--- src/rtl/lifo_stack_pkg.sv ---
// Shared types and helpers for the lifo_stack block.
package lifo_stack_pkg;

    // Encoding follows {push, pop}.
    typedef enum logic [1:0] {
        NOP     = 2'b00,
        POP     = 2'b01,
        PUSH    = 2'b10,
        REPLACE = 2'b11
    } op_e;

    function automatic int unsigned depth_of(input int unsigned addr_w);
        return 32'd1 << addr_w;
    endfunction

endpackage

--- src/rtl/lifo_stack_mem.sv ---
// DEPTH x DATA_W register file: one synchronous write port, one asynchronous read port.
module lifo_stack_mem
    import lifo_stack_pkg::*;
#(
    parameter int unsigned DATA_W = 8,
    parameter int unsigned ADDR_W = 4
) (
    input  logic              clk,
    input  logic              we,
    input  logic [ADDR_W-1:0] w_addr,
    input  logic [DATA_W-1:0] w_data,
    input  logic [ADDR_W-1:0] r_addr,
    output logic [DATA_W-1:0] r_data
);

    localparam int unsigned DEPTH = depth_of(ADDR_W);

    logic [DATA_W-1:0] mem [DEPTH];

    always_ff @(posedge clk) begin
        if (we) begin
            mem[w_addr] <= w_data;
        end
    end

    assign r_data = mem[r_addr];

endmodule

--- src/rtl/lifo_stack.sv ---
// LIFO stack with push/pop/replace, saturating count and status flags.
// Define LIFO_STACK_ERR_EN to enable registered overflow/underflow pulses.
module lifo_stack
    import lifo_stack_pkg::*;
#(
    parameter int unsigned DATA_W   = 8,
    parameter int unsigned ADDR_W   = 4,
    parameter int unsigned AF_LEVEL = depth_of(ADDR_W) - 2
) (
    input  logic              clk,
    input  logic              reset_n,
    input  logic              push,
    input  logic              pop,
    input  logic [DATA_W-1:0] w_data,
    output logic [DATA_W-1:0] top_data,
    output logic [ADDR_W:0]   count,
    output logic              full,
    output logic              empty,
    output logic              almost_full,
    output logic              overflow,
    output logic              underflow
);

    localparam int unsigned   DEPTH  = depth_of(ADDR_W);
    localparam logic [ADDR_W:0] FULL_C = (ADDR_W+1)'(DEPTH);
    localparam logic [ADDR_W:0] AF_C   = (ADDR_W+1)'(AF_LEVEL);
    localparam logic [ADDR_W:0] ONE    = (ADDR_W+1)'(1);

    op_e               op;
    logic [ADDR_W:0]   count_reg;
    logic [ADDR_W:0]   count_next;
    logic [ADDR_W:0]   top_pos;
    logic [ADDR_W-1:0] w_addr;
    logic [DATA_W-1:0] r_data;
    logic              we;
    logic              is_full;
    logic              is_empty;

    assign op       = op_e'({push, pop});
    assign is_full  = (count_reg == FULL_C);
    assign is_empty = (count_reg == '0);
    assign top_pos  = count_reg - ONE;

    // Replace on an empty stack degenerates to a push at address 0.
    always_comb begin
        we         = 1'b0;
        w_addr     = count_reg[ADDR_W-1:0];
        count_next = count_reg;
        case (op)
            PUSH: begin
                if (!is_full) begin
                    we         = 1'b1;
                    count_next = count_reg + ONE;
                end
            end
            POP: begin
                if (!is_empty) begin
                    count_next = top_pos;
                end
            end
            REPLACE: begin
                we = 1'b1;
                if (is_empty) begin
                    count_next = ONE;
                end else begin
                    w_addr = top_pos[ADDR_W-1:0];
                end
            end
            default: ;
        endcase
    end

    always_ff @(posedge clk) begin
        if (!reset_n) begin
            count_reg <= '0;
        end else begin
            count_reg <= count_next;
        end
    end

    lifo_stack_mem #(
        .DATA_W (DATA_W),
        .ADDR_W (ADDR_W)
    ) u_mem (
        .clk    (clk),
        .we     (we && reset_n),
        .w_addr (w_addr),
        .w_data (w_data),
        .r_addr (top_pos[ADDR_W-1:0]),
        .r_data (r_data)
    );

    assign top_data    = is_empty ? '0 : r_data;
    assign count       = count_reg;
    assign full        = is_full;
    assign empty       = is_empty;
    assign almost_full = (count_reg >= AF_C);

`ifdef LIFO_STACK_ERR_EN
    always_ff @(posedge clk) begin
        if (!reset_n) begin
            overflow  <= 1'b0;
            underflow <= 1'b0;
        end else begin
            overflow  <= (op == PUSH) && is_full;
            underflow <= (op == POP) && is_empty;
        end
    end
`else
    assign overflow  = 1'b0;
    assign underflow = 1'b0;
`endif

endmodule

--- config.mk ---
export PLATFORM = sky130hd
export DESIGN_NAME = lifo_stack
export DESIGN_NICKNAME = d
export VERILOG_FILES = /design/src/rtl/lifo_stack_pkg.sv /design/src/rtl/lifo_stack_mem.sv /design/src/rtl/lifo_stack.sv
export SDC_FILE = /design/constraint.sdc
export NUM_CORES = 1
export LEC_CHECK = 0
export CAP_MARGIN = 20
export CELL_PAD_IN_SITES_DETAIL_PLACEMENT = 1
export CELL_PAD_IN_SITES_GLOBAL_PLACEMENT = 2
export CORE_UTILIZATION = 40
export DETAILED_ROUTE_END_ITERATION = 6
export HOLD_SLACK_MARGIN = 0.12
export PLACE_DENSITY = 0.82
export SYNTH_ARGS = -nofsm -noshare
export SYNTH_HDL_FRONTEND = slang
export SYNTH_SLANG_ARGS = --single-unit
--- constraint.sdc ---
create_clock -name clk -period 3.8 [get_ports clk]
set_input_delay 1.14 -clock clk [delete_from_list [all_inputs] [get_ports clk]]
set_output_delay 1.14 -clock clk [all_outputs]
set_load 0.005 [all_outputs]
# Yosys cells after proc, flatten, opt, wreduce, memory -nomap -nowiden
# Memory sizes are Yosys's and may differ from the RTL's.
# Index checks and enable logic that the tools add are counted.
# Widths: inputs -> output; s select.
# op_classes
n_addsub,2
n_mul,0
div_mod_pow,0
n_lt_le_gt_ge,1
eq_ne,7
shifts,0
muxes,11
bitwise,0
reduce_logical,4
# ops
operator,count
$mux 5,3
$pmux 5 s3,1
$mux 4,2
$mux 8,1
$ne 2x2->1 const B,3
$add 5x1->5 const B,1
$eq 5x5->1 const B,1
$ge 5x4->1 const B,1
$logic_not 5->1,1
$sub 5x1->5 const B,1
$eq 2x2->1 const B,2
$reduce_and 4->1,1
$mux 1,3
$reduce_bool 3->1,1
$eq 2x1->1 const B,1
$pmux 1 s2,1
$logic_and 1x1->1,1
# word_totals
register_bits,5
latch_bits,0
ram_bits,128
rom_bits,0
in_bits,12
output_inout_bits,18
elab_cells,27
memories,1
# memory_table
memory,words,width,read_ports,rd_clocked_by_memory_dff,wr,line_no,text
u_mem.mem,16,8,1,0,1,lifo_stack_mem.sv:18,logic [DATA_W-1:0] mem [DEPTH];

# Logic depth before layout (Yosys ltp)
# Gate-level depths: netlist of the first run.
# logic_depth
depth_word,6
ltp_mapped,9
depth_no_buf,7

# Cells and area by module
# Synthesis of the first run repeated with hierarchy kept, for this count alone.
# hier_totals
hier_cells,303
hier_area_um2,5615.4
# modules_own_cells
mod,n_inst,cells_each,area_each_um2,seq_area_each_um2
lifo_stack_mem,1,221,4987.3,3843.7
lifo_stack,1,82,628.1,100.1

# Worst setup path before layout of the first run
# No wires, ideal clock.
# synth_timing
kind,register to output
startpoint,"register count_reg[0], in the netlist count[0]"
endpoint,output top_data[1]
t_arrival_ns,2.521
required_time_ns,2.660
setup_slack_ns,0.139
stages_incl_launch_ff,10
path_buffers,4
cell_sequence,dfxtp_1 > clkbuf_1 > buf_2 > inv_1 > ha_1 > clkbuf_1 > clkbuf_1 > mux4_2 > mux2i_1 > o22ai_1
# synth_between
elab_chain_cells,3
word_cells_on_any_way,4
cone_classes,add/sub: 1; mux: 1; reduce/logical: 1; memory: 1
# synth_lines
item,line_no,text
"start, declared",lifo_stack.sv:30,logic [ADDR_W:0] count_reg;
"start signal, assigned",lifo_stack.sv:77,count_reg <= count_next;
$sub 5x1->5,lifo_stack.sv:42,assign top_pos = count_reg - ONE;
$mem_v2 16x8,--,
$mux 8 (*),lifo_stack.sv:93,assign top_data = is_empty ? '0 : r_data;
"end, declared",lifo_stack.sv:15,"output logic [DATA_W-1:0] top_data,"
# Mark *: on every way between the ends. The rest lies on a longest branch, timed or not.

# Worst setup path after layout of the first run
# layout_timing
startpoint,"register count_reg[0], in the netlist count[0]"
endpoint,output top_data[4]
# The elaborated chain is that of the path after synthesis.

==> results of run 1 <==
-- placed cells by master (no fill, tap or decap), drive strengths merged, types with 2 or more instances in the layout --
cell	instances
o221ai	2
o32ai	2
nand3	3
nor2	22
inv	10
o21bai	2
clkinvlp	2
o22ai	8
o21ai	3
nand4	3
a21oi	4
ha	4
a221oi	2
nand2	6
buf	31
clkinv	4
dfxtp	5
nor4	3
nor2b	2
a211oi	2
edfxtp	128
nand2b	3
o211ai	2
o2111ai	2
a211o	2
mux2i	16
nor4b	3
bufinv	5
a31oi	5
nand3b	2
conb	2
mux4	32
clkbuf	20
clkdlybuf4s50	27
-- cells by family (layout without fill, tap and decap cells) --
kind of cell	Yosys count	count (layout)
AO/OA/AOI/OAI	45	45
flip-flops	133	133
XOR/XNOR	1	1
buffers and inverters	28	99
AND/OR/NAND/NOR	55	55
adder cells (fa/ha/maj)	4	4
other	1	2
multiplexers	48	48
-- repair_timing --
action / CTS / global route
endpoints found under the setup margin: 8 / 7
setup buffers: 0 / 2
cloned: 0 / 2
pin swaps: 0 / 0
gates resized for setup: 7 / 10
endpoints found under the hold margin: 0 / 0
-- worst max-delay path by stage --
stage / startpoint / to / depth (start not counted)
final: count[0] / top_data[4] / 7
after detailed placement: count[0] / top_data[1] / 7
after floorplan: count[0] / top_data[1] / 9
after global routing: count[1] / top_data[4] / 7
after global placement: count[0] / top_data[5] / 7
after CTS: count[0] / top_data[1] / 7
-- worst max-delay path, cell delays in order, from the launching register on --
cell,delay [ns]
dfxtp_2,0.36
inv_2,0.07
ha_4,0.32
buf_12,0.20
mux4_2,0.33
mux2i_1,0.25
o22ai_2,0.15
clkdlybuf4s50_1,0.47
-- routing by layer --
| metal | GRT usage, % | vias to the layer above |
|---|---|---|
| li1 | - | 1424 |
| met1 | 24.7 | 1683 |
| met2 | 33.4 | 93 |
| met3 | 5.40 | 24 |
| met4 | 8.33 | 0 |
| met5 | 0 | - |
-- layout make-up --
| type | count | area, µm² |
|---|---|---|
| clock buffers | 18 | 429 |
| flip-flops and latches | 133 | 3950 |
| repair buffers | 60 | 594 |
| fillers | 1281 | 6720 |
| clock inverters | 13 | 205 |
| well taps | 180 | 225 |
| inverters | 8 | 30.0 |
| multi-input cells | 155 | 1680 |
-- stage by stage --
stage | instances | utilization (%)
finish | 567 | 51.4
global route | 567 | 51.4
CTS | 563 | 50.5
detailed placement | 532 | 45.7
global placement | 532 | 45.7
floorplan | 316 | -
-- report_power, final --
group / leakage, µW / switching [µW] / internal (µW)
sequential: 0.00119 / 21.5 / 1650
combinational: 0.000859 / 626 / 634
clock: 0.000301 / 621 / 1160
total: 0.00235 / 1270 / 3450
-- cells in the mapped netlist (4+ instances only) --
master,instances
o22ai_1,8
inv_1,8
nand2_1,6
mux4_2,32
mux2i_1,16
ha_1,4
a21oi_1,4
nor2_1,22
dfxtp_1,5
clkbuf_1,11
a31oi_1,5
edfxtp_1,128
buf_2,6
==> flow_metrics.env, run 1 <==
export IMPL_status="finished clean"
export IMPL_synthXorXnorAreaFrac_pct=0.288
export IMPL_grt_setup_unrepaired="true"
export IMPL_die_x_um=121
export IMPL_hold_end="count[4]"
export IMPL_place_ws_ns=0.349
export IMPL_cts_clk_slew_worst_paths_ns=0.06
export IMPL_seq_area_frac_synth_pct=69.7
export IMPL_start_util_pct=40.9
export IMPL_num_rows=43
export IMPL_holdWs_ns=0.615
export IMPL_cts_buffers=17
export IMPL_tns_ns=0
export IMPL_place_area_mm2=0.00631
export IMPL_synthFlopType="edfxtp_1"
export IMPL_highest_signal_layer="met4"
export IMPL_drtPass1Iterations=4
export IMPL_endpoint_kind="output pin"
export IMPL_timing_final_crit_share_pct=98.1
export IMPL_ir_drop_uv=447
export IMPL_critical_path_class="register to output pin"
export IMPL_async_flop_share_pct=0
export IMPL_largest_reg_flops=128
export IMPL_leakagePower_uw=0.00235
export IMPL_dp_hpwl_mm=8.46
export IMPL_num_antenna_cells=0
export IMPL_dieArea_mm2=0.0146
export IMPL_area_growth_syn_to_layout_pct=25.7
export IMPL_clk_latency_ns=0.43
export IMPL_cts_sinks=133
export IMPL_clock_skew_ns=0.0155
export IMPL_core_area_mm2=0.0138
export IMPL_grt_pass1_vias=3426
export IMPL_vias=3224
export IMPL_grt_usage_pct=20.1
export IMPL_reg2regPathDepth=6
export IMPL_synth_edf_count=128
export IMPL_arrival_ns=2.59
export IMPL_port_buffers=27
export IMPL_timing_slew_headroom_pct=52.7
export IMPL_hold_buffers=0
export IMPL_min_period_ns=3.73
export IMPL_htreeDepth=4
export IMPL_final_area_mm2=0.00711
export IMPL_start_kind="register"
export IMPL_nets=391
export IMPL_synth_seq_cells=133
export IMPL_r2r_slack_ns=1.21
export IMPL_grt_pass1_wl_mm=20.4
export IMPL_power_total_uw=4710
export IMPL_fmax_mhz=268
export IMPL_tightest_slew_ns=0.703
export IMPL_ios=30
export IMPL_synth_top_family_by_area="multiplexers"
export IMPL_ant_nets=0
export IMPL_maxCapViolations=0
export IMPL_synth_top_cell_by_area="edfxtp_1"
export IMPL_yosysWarnings=0
export IMPL_post_route_worst_setup_slack_ns=0.0727
export IMPL_finalHoldViolations=0
export IMPL_cp_max_fo=23
export IMPL_drive_above_1_share_pct=28.4
export IMPL_wl_mm=13.5
export IMPL_synth_mux_area_share_pct=15.6
export IMPL_hp_start="count[4]"
export IMPL_met1Wirelength_mm=5.78
export IMPL_setup_violations=0
export IMPL_clockBufferDepth=2
export IMPL_synthAdderAreaFrac_pct=0.885
export IMPL_grt_overflow_total=0
export IMPL_avgSynthCellArea_um2=17.9
export IMPL_drtIter0Drc=208
export IMPL_slew_violations=0
export IMPL_chipHeight_um=121
export IMPL_timing_rr_end="u_mem.mem[10][5]"
export IMPL_grt_max_degree=46
export IMPL_rr_startpoint="count[2]"
export IMPL_avgViaCountPerCell=5.69
export IMPL_cts_tree="done"
export IMPL_synth_compound_area_share_pct=5.84
export IMPL_synth_cell_type_count=50
export IMPL_synthCells=315
export IMPL_hold_class="register to register"
export IMPL_wl_per_cell_um=23.8
export IMPL_power_density_mw_per_mm2=663
export IMPL_hold_path_depth=2
export IMPL_netlist_area_leader_share_pct=68.0
export IMPL_crit_required_ns=2.66
export IMPL_met3_length_um=583
export IMPL_grt_antenna_before_repair=0
export IMPL_synth_area_mm2=0.00565
export IMPL_place_congestion=0.838
export IMPL_cts_root_buffer="clkbuf_16"
export IMPL_dr_wl_met2_mm=6.90
export IMPL_yosys_area_share_simple_pct=5.33
export IMPL_drc=0
export IMPL_synthTopCellsByArea="edfxtp_1 68%, mux4_2 13%, mux2i_1 2.8%, dfxtp_1 1.8%, nor2_1 1.5%"
Note: power is estimated with default switching activity, not from simulation.
==> run 2, diff against run 1 <==
ABC_CLOCK_PERIOD_IN_PS = 3800   (was not set)
==> results of run 2 <==
No change in the layout: final DEF, timing and power equal those of run 1.
==> RTL edit, RTL diff (config.mk and constraints of run 1) <==
`ADDR_W` is set to 4 in 2 places; all go to 3.
--- a/src/rtl/lifo_stack_mem.sv
+++ b/src/rtl/lifo_stack_mem.sv
@@ -5,3 +5,3 @@
     parameter int unsigned DATA_W = 8,
-    parameter int unsigned ADDR_W = 4
+    parameter int unsigned ADDR_W = 3
 ) (
--- a/src/rtl/lifo_stack.sv
+++ b/src/rtl/lifo_stack.sv
@@ -6,3 +6,3 @@
     parameter int unsigned DATA_W   = 8,
-    parameter int unsigned ADDR_W   = 4,
+    parameter int unsigned ADDR_W   = 3,
     parameter int unsigned AF_LEVEL = depth_of(ADDR_W) - 2
Ports: changed (resized count); port bits go from 30 to 29. No check against the original RTL was run, so the function may have changed too.
==> RTL edit against run 1 <==
Register-to-register slack lost 0.10 ns. Final area shrank 49%. Hold slack gained 0.039 ns. Sequential share of layout area shrank 0.23 points. Synthesized area shrank 46%. Synthesized cell count fell by 39%. Wire length decreased by 52%. Total power is 46% lower. Setup slack improved by 0.17 ns. Sequential cell count fell by 65. Critical endpoint is now top_data[2]. Highest routed layer unchanged.
==> RTL edit: results (changes against run 1) <==
| Metric | Value |
|---|---|
| Synthesized area per cell | 15.81 um2 (-12%) |
| Worst-case clock skew | 0.008263 ns (-0.007265 ns) |
| Clk_lat worst skew | 0.34 ns (-0.09 ns) |
| CTS Root Buffer Type | clkbuf_8 |
| Largest net degree at the start of global routing | 30 (-35%) |
| Post-Route WL | 6526 um (-52%) |
| Status | finished, final reports clean |
| Max FFs per register | 64 (-50%) |
| DIE WIDTH | 89.35 um (-26%) |
| Reg2Reg Setup Slack | 1.11 ns (-0.10 ns) |
| Signal buf overhead | 9.257% (+0.90 points) |
| Initial DRC count | 129 (-38%) |
| Slowest cell on the critical path | mux4_1 |
| Seq area share | 55.27% (-0.23 points) |
| Port-buffer cells | 26 (-3.7%) |
| Hold Slack | 0.6545 ns (+0.03949 ns) |
| Commonest cells post-synth | edfxtp_1, o21ai_0, nand2_1 |
| GPL Wtd Cong | 0.7359 (-12%) |
| FF+latch count | 68 (-49%) |
| Multi-input gates | 107 (-31%) |
| Cell Pwr Density | 704.8 nW/um2 (+6.3%) |
| Max VDD drop | 0.3087 mV (-31%) |
| Top cells by area, synth | edfxtp_1, mux4_1, mux4_2 |
| Gate power share | 41.3% (+15 points) |
| Switch share | 32.91% (+6.0 points) |
| Post-Place Setup Slack | 0.3372 ns (-0.01139 ns) |
| Routed vias | 1,786 (-45%) |
| Top fanout value on the critical path | 29 (+26%) |
| CP max stage delay | 0.63 ns (+0.16 ns) |
| Leakage | 1.188 nW (-50%) |
-- RTL edit: cell count changes after synthesis, sizes merged, moves of 8 or more --
cell,delta
edfxtp,-64
o21ai,+17
mux2i,-16
mux4,-16
clkbuf,-10
nor2,-10
nand2,+8
o22ai,-8
-- RTL edit: kinds of logic (layout without fill, tap and decap cells) --
| kind of cell | after synthesis | in the layout | synth area share (%) |
|---|---|---|---|
| DFF | 68 | 68 | 65.60 |
| and+or+nand+nor | 46 | 46 | 8.283 |
| AOI/OAI and AO/OA | 37 | 37 | 7.257 |
| buffers and inverters | 19 | 58 | 3.854 |
| muxes | 16 | 16 | 12.79 |
| adders and majority gates | 3 | 3 | 1.230 |
| xor gates and xnor gates | 3 | 3 | 0.8612 |
| other | 1 | 2 | 0.1229 |
-- RTL edit: metal layers --
metal	vias to the layer above	track usage, %	share of wire [%]
li1	833	-	-
met1	910	25.43	48
met2	32	28.38	48
met3	11	3.878	2.8
met4	0	6.494	1.3
met5	-	0	0
-- RTL edit: final timing paths --
check	cells past startpoint	endpoint
worst max-delay path	5	top_data[2]
worst min-delay path	3	count[0]$_SDFFE_PN0P_
worst min register to register	3	count[0]$_SDFFE_PN0P_
worst max register to register	7	u_mem.mem[3][7]$_DFFE_PP_
-- RTL edit: worst max-delay path: cells and delay by family (launching register included) --
kind	cells	cell delay (ns)
flip-flops	1	0.35
AND/OR/NAND/NOR	1	0.10
buffers and inverters	2	0.85
multiplexers	1	0.63
AO/OA/AOI/OAI	1	0.14
-- RTL edit: what timing repair did --
action                                 4_1_cts  5_1_grt
endpoints found under the hold margin        0        0
gates resized for setup                      0        3
hold buffers                                 0        0
setup endpoints to repair                    0        3
